--- config.mk ---
export PLATFORM = sky130hd
export DESIGN_NAME = alu_seq
export DESIGN_NICKNAME = d
export VERILOG_FILES = /design/src/rtl/alu_pkg.sv /design/src/rtl/alu_mul_iter.sv /design/src/rtl/alu_seq.sv
export SDC_FILE = /design/constraint.sdc
export NUM_CORES = 1
export LEC_CHECK = 0
export BUFFER_PORTS_ARGS = -buffer_cell sky130_fd_sc_hd__buf_2
export CORE_AREA = 2 2 114 199
export CTS_CLUSTER_DIAMETER = 60
export DETAILED_ROUTE_END_ITERATION = 7
export DIE_AREA = 0 0 116 201
export PLACE_DENSITY = 0.7
export SLEW_MARGIN = 20
export SYNTH_ARGS = -nofsm -noshare
export SYNTH_HDL_FRONTEND = slang
export SYNTH_SLANG_ARGS = --single-unit
--- constraint.sdc ---
create_clock -name clk -period 4.3 [get_ports clk]
set_clock_uncertainty 0.05 [all_clocks]
set_input_delay 0.645 -clock clk [delete_from_list [all_inputs] [get_ports clk]]
set_output_delay 0.645 -clock clk [all_outputs]
set_load 0.05 [all_outputs]
--- src/rtl/alu_pkg.sv ---
// Shared definitions for the registered ALU: opcodes, FSM encoding, flag layout
// and the signed-overflow helpers used by the add/subtract datapath.
package alu_pkg;

  localparam logic [3:0] OP_ADD = 4'b0000;
  localparam logic [3:0] OP_SUB = 4'b0001;
  localparam logic [3:0] OP_AND = 4'b0010;
  localparam logic [3:0] OP_OR  = 4'b0011;
  localparam logic [3:0] OP_XOR = 4'b0100;
  localparam logic [3:0] OP_SHL = 4'b0101;
  localparam logic [3:0] OP_SHR = 4'b0110;
  localparam logic [3:0] OP_ADC = 4'b0111;
  localparam logic [3:0] OP_MUL = 4'b1000;

  typedef enum logic [1:0] {
    ST_IDLE     = 2'd0,
    ST_MUL_BUSY = 2'd1,
    ST_HOLD     = 2'd2
  } state_e;

  localparam int FLAG_ZERO  = 0;
  localparam int FLAG_CARRY = 1;
  localparam int FLAG_NEG   = 2;
  localparam int FLAG_OVF   = 3;
  localparam int NUM_FLAGS  = 4;

  // Overflow only from operand and result sign bits, so these stay width-agnostic.
  function automatic logic ovf_add(input logic sa, input logic sb, input logic sr);
    return (sa == sb) && (sr != sa);
  endfunction

  function automatic logic ovf_sub(input logic sa, input logic sb, input logic sr);
    return (sa != sb) && (sr != sa);
  endfunction

endpackage

--- src/rtl/alu_mul_iter.sv ---
// Iterative shift-add multiplier: one partial product per cycle, WIDTH cycles.
// done/product are presented during the final iteration so the caller can register them.
module alu_mul_iter #(
  parameter int WIDTH = 16
) (
  input  logic               clk,
  input  logic               rst_n,
  input  logic               start,
  input  logic [WIDTH-1:0]   a,
  input  logic [WIDTH-1:0]   b,
  output logic               done,
  output logic [2*WIDTH-1:0] product
);

  localparam int CW = $clog2(WIDTH);

  logic [2*WIDTH-1:0] mcand_r;
  logic [2*WIDTH-1:0] acc_r;
  logic [2*WIDTH-1:0] acc_nxt_s;
  logic [WIDTH-1:0]   mplier_r;
  logic [CW-1:0]      cnt_r;
  logic               busy_r;
  logic               done_s;

  // Accumulate the shifted multiplicand when the current multiplier bit is set.
  always_comb begin
    if (mplier_r[0]) begin
      acc_nxt_s = acc_r + mcand_r;
    end else begin
      acc_nxt_s = acc_r;
    end
  end

  assign done_s  = busy_r && (cnt_r == CW'(WIDTH - 1));
  assign done    = done_s;
  assign product = acc_nxt_s;

  // Operand load on start, then one shift-add step per cycle until the last bit.
  always_ff @(posedge clk or negedge rst_n) begin
    if (!rst_n) begin
      mcand_r  <= '0;
      acc_r    <= '0;
      mplier_r <= '0;
      cnt_r    <= '0;
      busy_r   <= 1'b0;
    end else if (start) begin
      mcand_r  <= {{WIDTH{1'b0}}, a};
      acc_r    <= '0;
      mplier_r <= b;
      cnt_r    <= '0;
      busy_r   <= 1'b1;
    end else if (busy_r) begin
      acc_r    <= acc_nxt_s;
      mcand_r  <= mcand_r << 1;
      mplier_r <= mplier_r >> 1;
      cnt_r    <= cnt_r + CW'(1);
      if (done_s) begin
        busy_r <= 1'b0;
      end
    end
  end

endmodule

--- src/rtl/alu_seq.sv ---
// Registered ALU with valid/ready handshake, full flag set, carry-chained ADC and
// an iterative MUL; results are held while the consumer applies backpressure.
module alu_seq
  import alu_pkg::*;
#(
  parameter int WIDTH = 16
) (
  input  logic             clk,
  input  logic             rst_n,
  input  logic             in_valid,
  output logic             in_ready,
  input  logic [WIDTH-1:0] a,
  input  logic [WIDTH-1:0] b,
  input  logic [3:0]       op,
  output logic             out_valid,
  input  logic             out_ready,
  output logic [WIDTH-1:0] result,
  output logic             zero,
  output logic             carry,
  output logic             neg,
  output logic             ovf,
  output logic             illegal
);

  state_e               state_r, state_nxt_s;
  logic                 in_ready_s, accept_s, is_mul_s, start_s, load_alu_s;
  logic                 mul_done_s;
  logic [2*WIDTH-1:0]   mul_prod_s;
  logic [WIDTH:0]       sum_s;
  logic [WIDTH-1:0]     res_s, wr_res_s;
  logic                 carry_s, ovf_s, illegal_s, wr_carry_s, wr_ovf_s, wr_ill_s;
  logic [NUM_FLAGS-1:0] wr_flags_s, flags_r;
  logic [WIDTH-1:0]     result_r;
  logic                 illegal_r, carry_q_r, out_valid_r;

  assign accept_s   = in_valid && in_ready_s;
  assign is_mul_s   = (op == OP_MUL);
  assign start_s    = accept_s && is_mul_s;
  assign load_alu_s = accept_s && !is_mul_s;

  alu_mul_iter #(.WIDTH(WIDTH)) u_mul (
    .clk     (clk),
    .rst_n   (rst_n),
    .start   (start_s),
    .a       (a),
    .b       (b),
    .done    (mul_done_s),
    .product (mul_prod_s)
  );

  // FSM state register.
  always_ff @(posedge clk or negedge rst_n) begin
    if (!rst_n) begin
      state_r <= ST_IDLE;
    end else begin
      state_r <= state_nxt_s;
    end
  end

  // FSM next state; HOLD can chain straight into a new operation.
  always_comb begin
    state_nxt_s = state_r;
    case (state_r)
      ST_IDLE: begin
        if (start_s)         state_nxt_s = ST_MUL_BUSY;
        else if (accept_s)   state_nxt_s = ST_HOLD;
        else                 state_nxt_s = ST_IDLE;
      end
      ST_MUL_BUSY: begin
        if (mul_done_s)      state_nxt_s = ST_HOLD;
        else                 state_nxt_s = ST_MUL_BUSY;
      end
      ST_HOLD: begin
        if (start_s)         state_nxt_s = ST_MUL_BUSY;
        else if (accept_s)   state_nxt_s = ST_HOLD;
        else if (out_ready)  state_nxt_s = ST_IDLE;
        else                 state_nxt_s = ST_HOLD;
      end
      default: state_nxt_s = ST_IDLE;
    endcase
  end

  // FSM outputs: ready depends only on state and the consumer, never on in_valid.
  always_comb begin
    case (state_r)
      ST_IDLE: in_ready_s = 1'b1;
      ST_HOLD: in_ready_s = out_ready;
      default: in_ready_s = 1'b0;
    endcase
  end

  assign in_ready = in_ready_s;

  // Single-cycle datapath; SUB carry is the inverted borrow of A + ~B + 1.
  always_comb begin
    sum_s     = '0;
    res_s     = '0;
    carry_s   = 1'b0;
    ovf_s     = 1'b0;
    illegal_s = 1'b0;
    case (op)
      OP_ADD, OP_ADC: begin
        sum_s   = {1'b0, a} + {1'b0, b}
                + {{WIDTH{1'b0}}, (op == OP_ADC) ? carry_q_r : 1'b0};
        res_s   = sum_s[WIDTH-1:0];
        carry_s = sum_s[WIDTH];
        ovf_s   = ovf_add(a[WIDTH-1], b[WIDTH-1], res_s[WIDTH-1]);
      end
      OP_SUB: begin
        sum_s   = {1'b0, a} + {1'b0, ~b} + {{WIDTH{1'b0}}, 1'b1};
        res_s   = sum_s[WIDTH-1:0];
        carry_s = sum_s[WIDTH];
        ovf_s   = ovf_sub(a[WIDTH-1], b[WIDTH-1], res_s[WIDTH-1]);
      end
      OP_AND: res_s = a & b;
      OP_OR:  res_s = a | b;
      OP_XOR: res_s = a ^ b;
      OP_SHL: begin
        res_s   = {a[WIDTH-2:0], 1'b0};
        carry_s = a[WIDTH-1];
      end
      OP_SHR: begin
        res_s   = {1'b0, a[WIDTH-1:1]};
        carry_s = a[0];
      end
      OP_MUL: res_s = '0;
      default: illegal_s = 1'b1;
    endcase
  end

  // Select the write-back source and derive the flag vector from it.
  always_comb begin
    if (mul_done_s) begin
      wr_res_s   = mul_prod_s[WIDTH-1:0];
      wr_carry_s = |mul_prod_s[2*WIDTH-1:WIDTH];
      wr_ovf_s   = 1'b0;
      wr_ill_s   = 1'b0;
    end else begin
      wr_res_s   = res_s;
      wr_carry_s = carry_s;
      wr_ovf_s   = ovf_s;
      wr_ill_s   = illegal_s;
    end
    wr_flags_s             = '0;
    wr_flags_s[FLAG_ZERO]  = (wr_res_s == '0);
    wr_flags_s[FLAG_CARRY] = wr_carry_s;
    wr_flags_s[FLAG_NEG]   = wr_res_s[WIDTH-1];
    wr_flags_s[FLAG_OVF]   = wr_ovf_s;
  end

  // Result/flag registers; carry_q follows every legal result for ADC chaining.
  always_ff @(posedge clk or negedge rst_n) begin
    if (!rst_n) begin
      result_r    <= '0;
      flags_r     <= '0;
      illegal_r   <= 1'b0;
      carry_q_r   <= 1'b0;
      out_valid_r <= 1'b0;
    end else begin
      out_valid_r <= (state_nxt_s == ST_HOLD);
      if (load_alu_s || mul_done_s) begin
        result_r  <= wr_res_s;
        flags_r   <= wr_flags_s;
        illegal_r <= wr_ill_s;
        if (!wr_ill_s) begin
          carry_q_r <= wr_carry_s;
        end
      end
    end
  end

  assign out_valid = out_valid_r;
  assign result    = result_r;
  assign zero      = flags_r[FLAG_ZERO];
  assign carry     = flags_r[FLAG_CARRY];
  assign neg       = flags_r[FLAG_NEG];
  assign ovf       = flags_r[FLAG_OVF];
  assign illegal   = illegal_r;

endmodule

==> results.md <==
* Final design area excluding fillers at 10800 um^2
* Num CTS Buffers at 9
* Post-route ant nets at 0
* Post-route insts no fill at 1547
* CP top delay family: simple AND/OR/NAND/NOR gates
* Slew Limit Headroom at 0.3707
* Root buffer cell: clkbuf_16
* Outcome: finished, final reports clean
* Ys Warns at 0
* EDFF count, synth at 0
* Met1 wire length at 11.62 mm
* Initial Util at 0.4494
* PortBufs at 62
* Setup Viol. Count Final at 0
* Crit path time final at 3856 ps
* Setup crit start: op[2]
* Worst path required time at 4540 ps
* Tcrit/Tclk final at 0.8967
* Synth Net Count at 1326
* Register-to-Register Path Depth at 13
* TritonCTS clock tree: done
* Clk slew on worst S/H paths at 70 ps
* Largest net degree at the start of global routing at 90
* Io pins at 63
* Sink Count at 109
* Syn Inst Count at 1202
* Critical path data arrival time at 4100 ps
* First-pass GRT wire length at 52.67 mm
* Final hold violations at 0
* Cells after DPL at 1531
* Die ar. at 23320 um^2
* Clock insertion delay at the later pin of the skew report at 380 ps
* Final net count at 1370
* Routed WL at 33.25 mm
* Mapped cell area at 9797 um^2
* Sequential share of the synthesized area at 0.2784
* Hpwl dp at 25.74 mm
* # hold bufs at CTS at 0
* Critical path type: primary input to register
* Synth-to-layout area growth at 10.19%
* Vias per Instance at 6.109
* Stages on worst setup path at 15
* Max VDD drop at 0.2529 mV
* Synth Area in Adders at 0.1103
* CP Launch Type: primary input
* RD Place Congestion at 0.9913
* CTS resizes at 0
* Residual DRC count at 0
* Total gr overflow at 0
* Post-Synth XOR/XNOR Area at 0.02682
* Maximum buffer depth of the clock tree at 2
* Critical path cell sequence: buf_2 > nor2b_1 > nand4_1 > fa_1 > fa_1 > nor2b_1 > o2111ai_2 > and4_1 > a221oi_1 > a32o_1 > nand4_1 > nor4_1 > buf_4 > nand4_1 > o31ai_1
* Die span in y at 201 um
* Share of cells above drive strength 1 at 0.1263
* Setup TNS at 0 ps
* Multiplexer area fraction after synthesis at 0.07867
* DRT Pass-1 Iters at 5
* Met2 wire len at 17.43 mm
* Share of the core filled with cells at 0.4952
* Main flop type after synthesis: dfrtp_1
* Std cell rows at 72
* Vias in the first global route at 9568
* Die Wd at 116 um
* Slew @ Worst Pin at 943.9 ps
* Slowest-stage cell, CP: fa_1
* Fmax at 259.4 MHz
* Max_cap viols at 0
* Synth cell types at 89
* Syn Area/Cell at 8.150 um^2
* Final Hold Slack at 191.8 ps
* RSZ-0062 raised after global routing: no
* Setup bufs post-CTS at 0
* DR WL met3 at 1.358 mm
* Flops & latches, synth at 109
* DR vias at 9451
* Number of diodes at 0
* Initial antenna violation count at 0
* Post-route setup slack at 444.2 ps
* Area post-placement at 10510 um^2
* Cell repeated most along the worst path: nand4_1
* Worst Setup End Kind: register
* Largest family of logic cells by synthesized area: compound AO/OA/AOI/OAI gates
* Post-synth ARST share at 1.000
* Core ar. at 21800 um^2
* Starting DRT DRC Count at 680
* Pre-CTS setup slack at 68.57 ps
* Reg2reg start: carry_q_r
* Worst Hold Class: primary input to async pin
* Setup crit end: flags_r[0]
* Crit path largest cell delay at 470 ps
* Critical Path Fanout Max at 3
* Fillers at 2261
* R2r setup slk at 510 ps
* Power Total at 7.521 mW
* Total GRT Usage at 0.2971
* Post-Synth Simple-Gate Area at 0.2023
* CP bufs+invs at 2
* Drt wl/cell at 21.49 um
* Power per cell area at 696.7 nW/um^2
* Reg-to-Reg End: flags_r[0]
* Top routing layer in use: met4
* H-tree Lvls at 3
* Slew Limit Fails at 0
* Compound-Gate Fraction of Synth Area at 0.2497
* Lkg Pwr at 4.821 nW
[kinds of logic (layout without fill, tap and decap cells)]
kind of cell               after synthesis  after routing
xor gates and xnor gates                30             30
buffers and inverters                  128            177
muxes                                   76             76
AOI/OAI and AO/OA                      364            364
DFF                                    109            109
adders and majority gates               84             84
and+or+nand+nor                        411            411
[worst min-delay path by stage]
stage / slack, ps / startpoint / to / cells after the start
after floorplan: 300 / rst_n / carry_q_r / 0
after global placement: 400 / result[9] / result[9] / 2
after detailed placement: 420 / result[3] / result[3] / 2
after CTS: 190 / rst_n / u_mul.acc_r[14] / 1
after global routing: 220 / rst_n / u_mul.acc_r[16] / 1
final: 190 / rst_n / u_mul.acc_r[16] / 1
[report_power, final]
group	leakage, nW	switching, mW	total [mW]	internal, mW
combinational	3.33	3.00	4.78	1.78
sequential	1.36	0.425	1.89	1.46
clock	0.135	0.442	0.856	0.414
[cells in the mapped netlist (10+ instances only)]
master,count,area [um^2]
a211oi_1,22,165.2
a21o_1,12,90.09
a21oi_1,105,525.5
a221oi_1,10,87.58
a31oi_1,15,93.84
buf_2,13,65.06
clkbuf_1,45,168.9
dfrtp_1,109,2728
ha_1,80,1001
inv_1,55,206.5
mux2i_1,68,680.7
nand2_1,129,484.2
nand2b_1,13,81.33
nand3_1,23,115.1
nand4_1,16,100.1
nor2_1,122,457.9
nor2b_1,16,100.1
nor3_1,20,100.1
o211ai_1,13,97.59
o21ai_0,78,390.4
o22ai_1,15,93.84
or3_1,11,68.82
xnor2_1,16,140.1
xor2_1,14,122.6
[layout by cell type (no fill, tap or decap), types with 6 or more instances in the layout]
cell,synthesis,final
nor2b_1,16,16
a211oi_1,22,22
o31ai_1,6,6
a21o_1,12,12
nor2_1,122,122
buf_2,13,61
o21a_1,6,6
nand4_1,16,16
a221oi_1,10,10
nand3_1,23,23
mux2_2,7,7
mux2i_1,68,68
and3_1,9,8
inv_1,55,55
xor2_1,14,14
a31oi_1,15,15
nor4_1,9,9
or3_1,11,11
dfrtp_1,109,108
o22ai_1,15,15
nand2_1,129,129
o21ai_0,78,78
o211ai_1,13,13
a21oi_1,105,105
buf_4,6,44
xnor2_1,16,16
ha_1,80,80
clkbuf_16,0,9
nor3_1,20,20
nand2b_1,13,13
o21bai_1,6,6
[per-layer routing]
metal / GRT usage / vias to the layer above
met5: 0 / -
li1: - / 4491
met3: 0.03593 / 123
met4: 0.2181 / 0
met1: 0.3134 / 4499
met2: 0.5267 / 338
[area by class of cell]
cell class                      instances  area [um^2]  share of cell area
Clock buffer                           10        239.0             0.02214
Clock inverter                          6        46.29            0.004288
Inverter                               56        210.2             0.01947
Multi-Input combinational cell        965         6563              0.6079
Sequential cell                       109         2731              0.2530
Tap cell                              296        370.4             0.03431
Timing Repair Buffer                  105        635.6             0.05888
[sequential cells by signal, indices dropped and copies added (netlist names)]
register and count:
illegal 1, u_mul.cnt_r 4, u_mul.busy_r 1, u_mul.acc_r 32, flags_r 4, out_valid 1
state_r 2, u_mul.mplier_r 16, result 15, u_mul.mcand_r 32, carry_q_r 1
[worst reg2reg max path, stage by stage, from the launching register on]
cell	delay (ps)
dfrtp_1	430
nand4_1	240
fa_1	470
fa_1	410
nor2b_1	170
o2111ai_2	160
and4_1	240
a221oi_1	220
a32o_1	240
nand4_1	170
nor4_1	400
buf_4	170
nand4_1	130
o31ai_1	210
Power figures use the tool's default switching activity.
